===== config.mk =====
export PLATFORM = sky130hd
export DESIGN_NAME = muldiv_seq
export DESIGN_NICKNAME = d
export VERILOG_FILES = /design/src/rtl/muldiv_seq.sv
export SDC_FILE = /design/constraint.sdc
export NUM_CORES = 1
export LEC_CHECK = 0
export BUFFER_PORTS_ARGS = -buffer_cell sky130_fd_sc_hd__buf_2
export CAP_MARGIN = 10
export CORE_MARGIN = 10
export CORE_UTILIZATION = 32
export DETAILED_ROUTE_END_ITERATION = 10
export PLACE_DENSITY = 0.49
export SYNTH_ARGS = -nofsm -noshare
export SYNTH_HDL_FRONTEND = slang
export SYNTH_SLANG_ARGS = --single-unit

===== constraint.sdc =====
create_clock -name clock -period 3.9 [get_ports clock]
set_clock_uncertainty 0.05 [all_clocks]
set_input_delay 0.78 -clock clock [delete_from_list [all_inputs] [get_ports clock]]
set_output_delay 0.78 -clock clock [all_outputs]
set_load 0.02 [all_outputs]

===== src/rtl/muldiv_seq.sv =====
// muldiv_seq: sequential radix-2 RV32M/RV64M-style multiply/divide unit.
// Optional MULDIV_EARLY_OUT_EN: divide-by-zero and signed overflow bypass CALC/FIX.
module muldiv_seq #(
  parameter int XLEN = 32
) (
  input  logic            clock,
  input  logic            reset_n,
  input  logic            start,
  input  logic            flush,
  input  logic [2:0]      m_funct3,
  input  logic [XLEN-1:0] operand_a,
  input  logic [XLEN-1:0] operand_b,
  output logic            busy,
  output logic            done,
  output logic [XLEN-1:0] result
);
  localparam int CW = $clog2(XLEN + 1);
`ifdef MULDIV_EARLY_OUT_EN
  localparam bit EARLY = 1'b1;
`else
  localparam bit EARLY = 1'b0;
`endif
  typedef enum logic [2:0] {IDLE, PREP, CALC, FIX, DONE} state_t;
  state_t state, state_nx;
  logic [2:0] op;
  logic [XLEN-1:0] a_r, b_r, d_r;
  logic [2*XLEN:0] acc;
  logic [CW-1:0] cnt;
  logic is_div, is_rem, a_sgn, b_sgn, sa, sb, dz, ovf, sp;
  logic [XLEN-1:0] a_abs, b_abs, sp_val, q_fix, r_fix, norm, result_nx;
  logic [2*XLEN-1:0] prod_fix;
  logic [XLEN:0] mul_sum, div_sh, div_diff;
  logic [2*XLEN:0] mul_step, div_step;
  always_comb begin
    is_div    = op[2];
    is_rem    = op[2] & op[1];
    a_sgn     = is_div ? ~op[0] : (op != 3'b011);
    b_sgn     = is_div ? ~op[0] : ~op[1];
    sa        = a_sgn & a_r[XLEN-1];
    sb        = b_sgn & b_r[XLEN-1];
    a_abs     = sa ? -a_r : a_r;
    b_abs     = sb ? -b_r : b_r;
    dz        = is_div & (b_r == '0);
    ovf       = is_div & ~op[0] & (a_r == {1'b1, {(XLEN-1){1'b0}}}) & (&b_r);
    sp        = dz | ovf;
    sp_val    = is_rem ? (dz ? a_r : '0) : (dz ? '1 : a_r);
    mul_sum   = acc[2*XLEN:XLEN] + (acc[0] ? {1'b0, d_r} : '0);
    mul_step  = {mul_sum, acc[XLEN-1:0]} >> 1;
    div_sh    = {acc[2*XLEN-1:XLEN], acc[XLEN-1]};
    div_diff  = div_sh - {1'b0, d_r};
    div_step  = div_diff[XLEN] ? {div_sh, acc[XLEN-2:0], 1'b0} : {div_diff, acc[XLEN-2:0], 1'b1};
    prod_fix  = (sa ^ sb) ? -acc[2*XLEN-1:0] : acc[2*XLEN-1:0];
    q_fix     = (sa ^ sb) ? -acc[XLEN-1:0] : acc[XLEN-1:0];
    r_fix     = sa ? -acc[2*XLEN-1:XLEN] : acc[2*XLEN-1:XLEN];
    norm      = is_div ? (is_rem ? r_fix : q_fix)
                       : (op == 3'b000 ? prod_fix[XLEN-1:0] : prod_fix[2*XLEN-1:XLEN]);
    result_nx = sp ? sp_val : norm;
  end
  always_ff @(posedge clock or negedge reset_n)
    if (!reset_n) state <= IDLE;
    else state <= state_nx;
  always_comb begin
    state_nx = state;
    if (flush && state != IDLE) state_nx = IDLE;
    else
      case (state)
        IDLE:    state_nx = (start && !flush) ? PREP : IDLE;
        PREP:    state_nx = (EARLY && sp) ? DONE : CALC;
        CALC:    state_nx = (cnt == CW'(1)) ? FIX : CALC;
        FIX:     state_nx = DONE;
        default: state_nx = IDLE;
      endcase
  end
  assign busy = state != IDLE;
  assign done = state == DONE;
  // Multiply keeps the multiplier in acc's low half; divide keeps the dividend there.
  always_ff @(posedge clock or negedge reset_n)
    if (!reset_n) begin
      op     <= '0;
      a_r    <= '0;
      b_r    <= '0;
      d_r    <= '0;
      acc    <= '0;
      cnt    <= '0;
      result <= '0;
    end else begin
      if (state == IDLE && start && !flush) begin
        op  <= m_funct3;
        a_r <= operand_a;
        b_r <= operand_b;
      end
      if (state == PREP) begin
        acc <= {{(XLEN+1){1'b0}}, is_div ? a_abs : b_abs};
        d_r <= is_div ? b_abs : a_abs;
        cnt <= CW'(XLEN);
      end
      if (state == CALC) begin
        acc <= is_div ? div_step : mul_step;
        cnt <= cnt - CW'(1);
      end
      if (state != DONE && state_nx == DONE) result <= result_nx;
    end
endmodule

### Word level (Yosys, flattened, before mapping)

Cells that the tools add are included.

* register bits after elaboration: 205
* latch bits: 0
* RAM bits: 0
* bits in read-only memories: 0
* input port bits: 71
* output and inout bits: 34
* word-level logic and storage cells: 75
* memories kept: 0

* add/subtract/negate cells: 8
* multipliers: 0
* div/mod/pow operators: 0
* magnitude comparators: 0
* equal/unequal tests: 9
* shift-type cells: 0
* mux-type cells: 27
* bitwise gates (word level): 11
* reductions and logical operators: 12

Operators with widths (count)
* two-way mux 32 bit: 14
* two-way mux 65 bit: 4
* negator 32 bit: 4
* two-way mux 64 bit: 1
* negator 64 bit: 1
* adder 33 x 32 -> 33 bit: 1
* subtractor 33 x 32 -> 33 bit: 1
* == test 32 bit, second input constant: 1
* zero test 32 bit: 1
* AND reduction 32 bit: 1
* two-way mux 6 bit: 2
* case mux 3 bit (4 select lines): 1
* AND 1 bit: 7
* == test 3 x 2 -> 1 bit, second input constant: 2
* == test 3 bit, second input constant: 2
* == test 6 x 1 -> 1 bit, second input constant: 1
* zero test 3 bit: 2
* subtractor 6 x 1 -> 6 bit, second input constant: 1
* logical AND 1 bit: 5
* two-way mux 1 bit: 4
* == test 3 x 1 -> 1 bit, second input constant: 1
* two-way mux 3 bit: 1
* != test 3 x 2 -> 1 bit, second input constant: 1
* != test 3 bit, second input constant: 1
* other kinds (6): 7

### Depth between registers and ports, before layout

Gate-level depths: netlist (run 1).

* depth after elaboration: 8
* depth in mapped cells: 20
* mapped depth without buffers: 20

### Worst setup path before layout (run 1)

No wires, ideal clock.

* kind: register -> register
* from: reg acc[31]
* to: reg acc[55]
* setup time: 0.121 ns
* arrival time: 3.946 ns
* required time: 3.729 ns
* slack: -0.217 ns
* cell stages (with the launch flop): 20
* buffers on the path: 2
* period minus slack after synthesis: 4.117 ns
* cell sequence: dfrtp_1 > inv_1 > ha_1 > fa_1 > nand2b_1 > a21oi_1 > o221a_2 > o21ai_0 > o221a_2 > nor3_1 > nor3_1 > o31ai_1 > nor4_1 > a21oi_1 > ha_1 > clkbuf_1 > clkbuf_1 > mux2i_1 > o21ai_0 > a22o_1

* cells in the longest elaborated chain, start to end: 4

Ends and longest elaborated chain
* from (decl): RTL line 27 `logic [2*XLEN:0] acc;`
* from (signal assigned): RTL line 93 `acc <= {{(XLEN+1){1'b0}}, is_div ? a_abs : b_abs};`
* from (signal assigned): RTL line 98 `acc <= is_div ? div_step : mul_step;`
* subtractor 33 x 32 -> 33 bit: RTL line 50 `div_diff = div_sh - {1'b0, d_r};`
* two-way mux 65 bit: RTL line 51 `div_step = div_diff[XLEN] ? {div_sh, acc[XLEN-2:0], 1'b0} : {div_diff, acc[XLEN-2:0], 1'b1};`
* two-way mux 65 bit: RTL line 98
* two-way mux 65 bit: RTL line 97 `if (state == CALC) begin`

Every way passes these cells.
A chain may end at the register's enable or synchronous reset.

### Final worst setup path (run 1)

* from: reg d_r[5]
* to: reg acc[44]

* cells in the longest elaborated chain, start to end: 4
* elaborated cells between the ends (all ways): 6
* classes of those cells: add/sub: 2; mux: 4

Ends and longest elaborated chain
* from (decl): RTL line 26 `logic [XLEN-1:0] a_r, b_r, d_r;`
* from (signal assigned): RTL line 94 `d_r <= is_div ? b_abs : a_abs;`
* two-way mux 32 bit or subtractor 33 x 32 -> 33 bit (tied branches): RTL line 47, 50
* adder 33 x 32 -> 33 bit or two-way mux 65 bit (tied branches): RTL line 47, 51
* two-way mux 65 bit (*): RTL line 98
* two-way mux 65 bit (*): RTL line 97

Mark *: on every way between the ends. The rest lies on a longest branch, timed or not.

==> impl_metrics.json, run 1 <==
{
  "status": "completed",
  "fin_crit_ns": 3.87,
  "cts_tree": "built",
  "synth-main-ff-cell": "dfrtp_1",
  "place.detailed.hpwl_um": 55000,
  "synthAdderAreaFrac_pct": 5.52,
  "timing.rr.start": "d_r[5]",
  "crit_path_max_incr_delay_ns": 0.38,
  "relSlewSlack_pct": 36.2,
  "cp_data_required_time_ns": 4.27,
  "wirelength_um": 70200,
  "hold_violations": 0,
  "synth_mux_area_share_pct": 7.53,
  "start_kind": "flop",
  "grt_max_degree": 70,
  "clk_path_buf_depth": 3,
  "placed_cells": 2882,
  "antenna_found_initial": 1,
  "cts_buffers": 26,
  "synth_seq_area_share_pct": 30.1,
  "critPathLaunch": "d_r[5]",
  "ys_types": 90,
  "io_buffer_count": 104,
  "path_delay_family": "compound AO/OA/AOI/OAI gates",
  "path_max_fanout": 3,
  "tightest_slew_ns": 0.950,
  "crit_buf_inv": 3,
  "worstPathArrival_ns": 4.23,
  "synth_compound_area_share_pct": 24.4,
  "synth_xor_area_share_pct": 10.1,
  "slew_viol_final": 0,
  "die_h_um": 251,
  "cap_violations": 0,
  "clock_latency_ns": 0.58,
  "stdcell_area_mm2": 0.0203,
  "yosys-top-cells-area": "dfrtp_1 30%, a21oi_1 6.2%, xnor2_1 5.8%, ha_1 5.3%, o21ai_0 5.1%",
  "synth_top_area_share_pct": 30.1,
  "grt_pass1_vias": 16000,
  "htreeDepth": 1,
  "clock_sinks": 205,
  "yosysMostFrequentCell": "nor2_1",
  "final_cells": 2939,
  "dp_slack_ns": -0.175,
  "yosys.area_share.simple_pct": 17.7,
  "cp-end-kind": "flop",
  "synth_top_family_by_area": "compound AO/OA/AOI/OAI gates",
  "path_clk_slew_ns": 0.06,
  "fillerInstances": 5451,
  "vias": 16800,
  "syn_area_mm2": 0.0171,
  "globalplace.congestion": 0.968,
  "place_area_mm2": 0.0191,
  "rsz0062_at_grt": "yes",
  "max_freq_mhz": 259,
  "initial_core_util_pct": 32.4,
  "yosys-top-cells-count": "218 x nor2_1, 213 x a21oi_1, 206 x nand2_1, 205 x dfrtp_1, 173 x o21ai_0",
  "layout_worst_path_cycle_share_pct": 99.2,
  "critical_path_class": "flop to flop",
  "antenna_cells": 0,
  "cpMaxStageDelayCell": "dfrtp_1",
  "die-area_mm2": 0.0629,
  "num_rows": 84,
  "setup_viol": 0,
  "whs_ns": 0.160,
  "grt_usage_pct": 21.2,
  "ys_ff_latch": 205,
  "hp-class": "input port to asynchronous set/reset pin",
  "die_width_um": 251,
  "postCtsHoldBufs": 0,
  "drt.antenna.violating_nets": 0,
  "io_pins": 105,
  "drc_errors": 0,
  "viasPerCell": 5.73,
  "drive_above_1_share_pct": 20.8,
  "nets": 2377,
  "synth_fp_nets": 2228,
  "root_buffer": "clkbuf_16",
  "grt_remaining_overflow": 0,
  "yosys_warnings": 0,
  "area_growth_pct": 19.2,
  "synth-edff-count": 0,
  "grt_pass1_wl_um": 104000,
  "wl_per_cell_um": 23.9,
  "dr.pass1.iters": 5,
  "synthCells": 2083,
  "syn_avg_cell_area_um2": 8.19,
  "synth_top_cell_by_area": "dfrtp_1",
  "fin_ws_ns": 0.0319,
  "async_reset_ff_share_pct": 100,
  "drtIter0Drc": 1660,
  "fp.coreArea_mm2": 0.0527,
  "crit_chain": "inv_2 > ha_4 > a21o_1 > or3_4 > o221a_4 > o21ai_4 > o221a_4 > nor3_4 > nor3_4 > o31ai_2 > nor4_1 > a21oi_1 > ha_2 > buf_6 > buf_6 > mux2_2 > a21oi_1 > o21ai_0"
}
kinds of logic (layout without fill, tap and decap cells):
logic type	after synthesis	count (layout)
compound gates	657	657
xor+xnor	196	196
fa+ha+maj	74	74
buf+inv	206	374
flops	205	205
mux	119	119
simple gates	626	626
layer usage:
layer	wire, um	part of all wire (%)	up-vias	GRT usage, %
met2	30600	44	626	31.9
met5	12	0.017	-	0
met1	31900	45	8278	30.1
met4	1990	2.8	2	5.71
li1	-	-	7835	-
met3	5750	8.2	94	4.27
metrics by stage:
stage / TNS [ns] / utilization [%]
after floorplan: 0 / -
after detailed placement: -1.48 / 36.3
after global placement: -0.326 / 36.3
after global routing: -1.83 / 38.6
after CTS: 0 / 38.1
final: 0 / 38.6
path summary, 6_finish.rpt:
check / to / slack, ns / depth (start not counted)
max: acc[44] / 0.03 / 18
min reg2reg: cnt[5] / 0.42 / 1
min in group clock: b_r[13] / 0.37 / 2
max in group asynchronous: result[1] / 2.81 / 2
min: result[16] / 0.16 / 1
max reg2reg: acc[44] / 0.03 / 18
layout by cell type (no fill, tap or decap), types with 15 or more instances in the layout:
master     Yosys  layout
nand2_1      206     205
a21o_1        27      27
a211oi_1      20      20
o211ai_1      15      15
o31ai_1       29      27
o221ai_1      42      41
ha_1          72      68
nand2b_1      20      19
o22ai_1       19      19
o21ai_1        6      17
a31oi_1       18      18
buf_2          6     103
xor2_1        83      83
dfrtp_1      205     204
mux2_2        75      75
nand4_1       21      21
nor2_1       218     214
mux2i_1       44      42
inv_1         63      59
nand3_1       19      19
nor3_1        31      29
xnor2_1      113     113
clkbuf_16      0      27
buf_4          2     142
o21ai_0      173     158
a21oi_1      213     210
flip-flops by register name, indices dropped and copies added (netlist names):
name	cells
op	3
b_r	32
a_r	32
acc	65
state	3
cnt	6
result	32
d_r	32
what timing repair did:
action,CTS,global route
resized for setup,6,60
gates cloned,0,1
setup endpoints to repair,29,32
buffers inserted,2,9
pin swaps,1,24
cell type report:
class / instances / area (um2) / area share, %
Multi-Input combinational cell: 1672 / 11300 / 55.7
Clock buffer: 31 / 679 / 3.34
Sequential cell: 205 / 5130 / 25.2
Clock inverter: 16 / 243 / 1.19
Tap cell: 688 / 861 / 4.23
Inverter: 65 / 255 / 1.26
Timing Repair Buffer: 262 / 1850 / 9.07
Power of run 1 is not shown: default switching activity piles up to over one toggle a cycle in this logic, so the estimate is an artifact.
==> inputs of run 2 (changes only) <==
--- a/config.mk
+++ b/config.mk
@@ -9,6 +9,7 @@
 export CAP_MARGIN = 10
 export CORE_MARGIN = 10
 export CORE_UTILIZATION = 32
+export CTS_BUF_LIST = sky130_fd_sc_hd__clkbuf_16
 export DETAILED_ROUTE_END_ITERATION = 10
 export PLACE_DENSITY = 0.49
 export SYNTH_ARGS = -nofsm -noshare
==> run 2 against run 1 <==
  * Register-to-register slack hardly changed
  * Global-route usage stayed put
  * Cell count stayed put
  * Worst hold slack hardly changed
  * Final area hardly changed
  * Critical path depth stayed put
  * Maximum frequency hardly changed
  * Utilization hardly changed
  * First-iteration DRC count is 0.90% lower
  * Largest cell class unchanged
  * Highest routed layer unchanged
==> impl_metrics.json, run 2 (synthesis gave the netlist of run 1 again) <==
{
  "place.detailed.hpwl_um": 55000,
  "clock_sinks": 205,
  "root_buffer": "clkbuf_16",
  "final_common_cell": "nor2_1",
  "fp.coreArea_mm2": 0.0527,
  "die-area_mm2": 0.0629,
  "cp_data_required_time_ns": 4.27,
  "p_int_mw": 11.0,
  "drc_errors": 0,
  "setup_viol": 0,
  "cap_violations": 0,
  "gr-usage-met2_pct": 31.9,
  "fin_crit_ns": 3.87,
  "rsz0062_at_grt": "yes",
  "relSlewSlack_pct": 35.0,
  "grt_max_degree": 70,
  "vias": 16800,
  "combinationalPowerShare_pct": 69.0,
  "ir_drop_mv": 0.556,
  "worstPathArrival_ns": 4.23,
  "critical_path_class": "flop to flop",
  "cp-end-kind": "flop",
  "grt_pass1_vias": 16000,
  "path_max_fanout": 3,
  "clock_latency_ns": 0.58,
  "wl_per_cell_um": 23.9,
  "die_width_um": 251,
  "io_pins": 105,
  "dr.pass1.iters": 5,
  "grt_usage_pct": 21.2,
  "start_kind": "flop",
  "setup_tns_ns": 0,
  "p_clk_share_pct": 11.2,
  "die_h_um": 251,
  "tightest_slew_ns": 0.968,
  "stdcell_area_mm2": 0.0203,
  "area_growth_pct": 19.1,
  "nets": 2377,
  "status": "completed",
  "htreeDepth": 1,
  "io_buffer_count": 104,
  "globalplace.congestion": 0.968,
  "antenna_cells": 0,
  "num_rows": 84,
  "slew_viol_final": 0,
  "power_switching_mw": 12.3,
  "grt_pass1_wl_um": 104000,
  "placed_cells": 2882,
  "cts_buffers": 26,
  "largest_reg_flops": 65,
  "grtUsageMet1_pct": 30.1,
  "place_area_mm2": 0.0191,
  "final_cells": 2939,
  "seqPwrFrac_pct": 19.8,
  "path_clk_slew_ns": 0.06,
  "drtIter0Drc": 1645,
  "fin_ws_ns": 0.0340,
  "layout_worst_path_cycle_share_pct": 99.1,
  "p_sw_share_pct": 52.9,
  "viasPerCell": 5.72,
  "busiest_layer": "met2",
  "top_register": "acc",
  "grtUsageMet3_pct": 4.27,
  "drive_above_1_share_pct": 20.7,
  "hold_violations": 0,
  "p_per_area_mw_per_mm2": 1140,
  "mostFrequentLayoutCells": "214 x nor2_1, 210 x a21oi_1, 205 x nand2_1",
  "max_freq_mhz": 259,
  "grt_remaining_overflow": 0,
  "p_leak_nw": 8.73,
  "postCtsHoldBufs": 0,
  "antenna_found_initial": 1,
  "clk_path_buf_depth": 3,
  "wirelength_um": 70200,
  "cts_tree": "built",
  "hp-class": "input port to asynchronous set/reset pin",
  "dp_slack_ns": -0.175,
  "drt.antenna.violating_nets": 0,
  "initial_core_util_pct": 32.4
}
## run 2: cell count changes in the layout (fill, tap and decap cells not counted)
cell,before,now
clkbuf_1,4,0
inv_1,59,63
clkbuf_8,2,1
clkinv_1,1,2
## run 2: repair_timing
| action | 4_1_cts | 5_1_grt |
|---|---|---|
| pin swaps | 1 | 24 |
| endpoints found under the hold margin | 0 | 0 |
| gates resized for setup | 6 | 60 |
| buffers inserted | 2 | 9 |
| cloned | 0 | 1 |
| endpoints found under the setup margin | 29 | 32 |
## run 2: path summary, 6_finish.rpt
check	cells past startpoint	to	start	slack [ns]
min in group clock	2	b_r[13]	operand_b[13]	0.37
hold / removal	1	result[16]	reset_n	0.16
hold reg to reg	1	cnt[5]	cnt[5]	0.42
max in group asynchronous	2	result[1]	reset_n	2.81
setup / recovery	18	acc[44]	d_r[5]	0.03
setup reg to reg	18	acc[44]	d_r[5]	0.03
## run 2: power by group through the flow
stage,Clock [mW],Sequential (mW),Combinational (mW)
floorplan,0,4.18,9.90
global placement,0,4.56,15.1
finish,2.61,4.61,16.0
detailed placement,0,4.59,15.1
global route,2.73,4.74,17.3
CTS,2.65,4.57,15.2
## run 2: final cells by class
type | instances | area (um2)
Tap cell | 688 | 861
Multi-Input combinational cell | 1672 | 11300
Clock buffer | 26 | 651
Inverter | 65 | 255
Timing Repair Buffer | 262 | 1850
Sequential cell | 205 | 5130
Fill cell | 5455 | 32300
Clock inverter | 21 | 262
## run 2: layer usage
layer,wire (um),up-vias
li1,-,7834
met1,31800,8272
met3,5780,88
met2,30700,612
met4,1910,2
met5,12,-
## run 2: per-stage QoR
stage	total power, mW	util, %	hold WS, ns
2_1_floorplan	14.1	-	0.387
3_3_place_gp	19.6	36.3	0.408
3_5_place_dp	19.7	36.3	0.416
4_1_cts	22.5	38.1	0.201
5_1_grt	24.8	38.6	0.203
6_report	23.3	38.6	0.160
## run 2: critical path: stages (launching register included)
cell,delay (ns)
dfrtp_1,0.38
inv_2,0.08
ha_4,0.20
a21o_1,0.17
or3_4,0.37
o221a_4,0.26
o21ai_4,0.13
o221a_4,0.23
nor3_4,0.04
nor3_4,0.22
o31ai_2,0.11
nor4_1,0.23
a21oi_1,0.07
ha_2,0.37
buf_6,0.13
buf_6,0.11
mux2_2,0.32
a21oi_1,0.14
o21ai_0,0.09
Note: power is estimated with default switching activity, not from simulation.
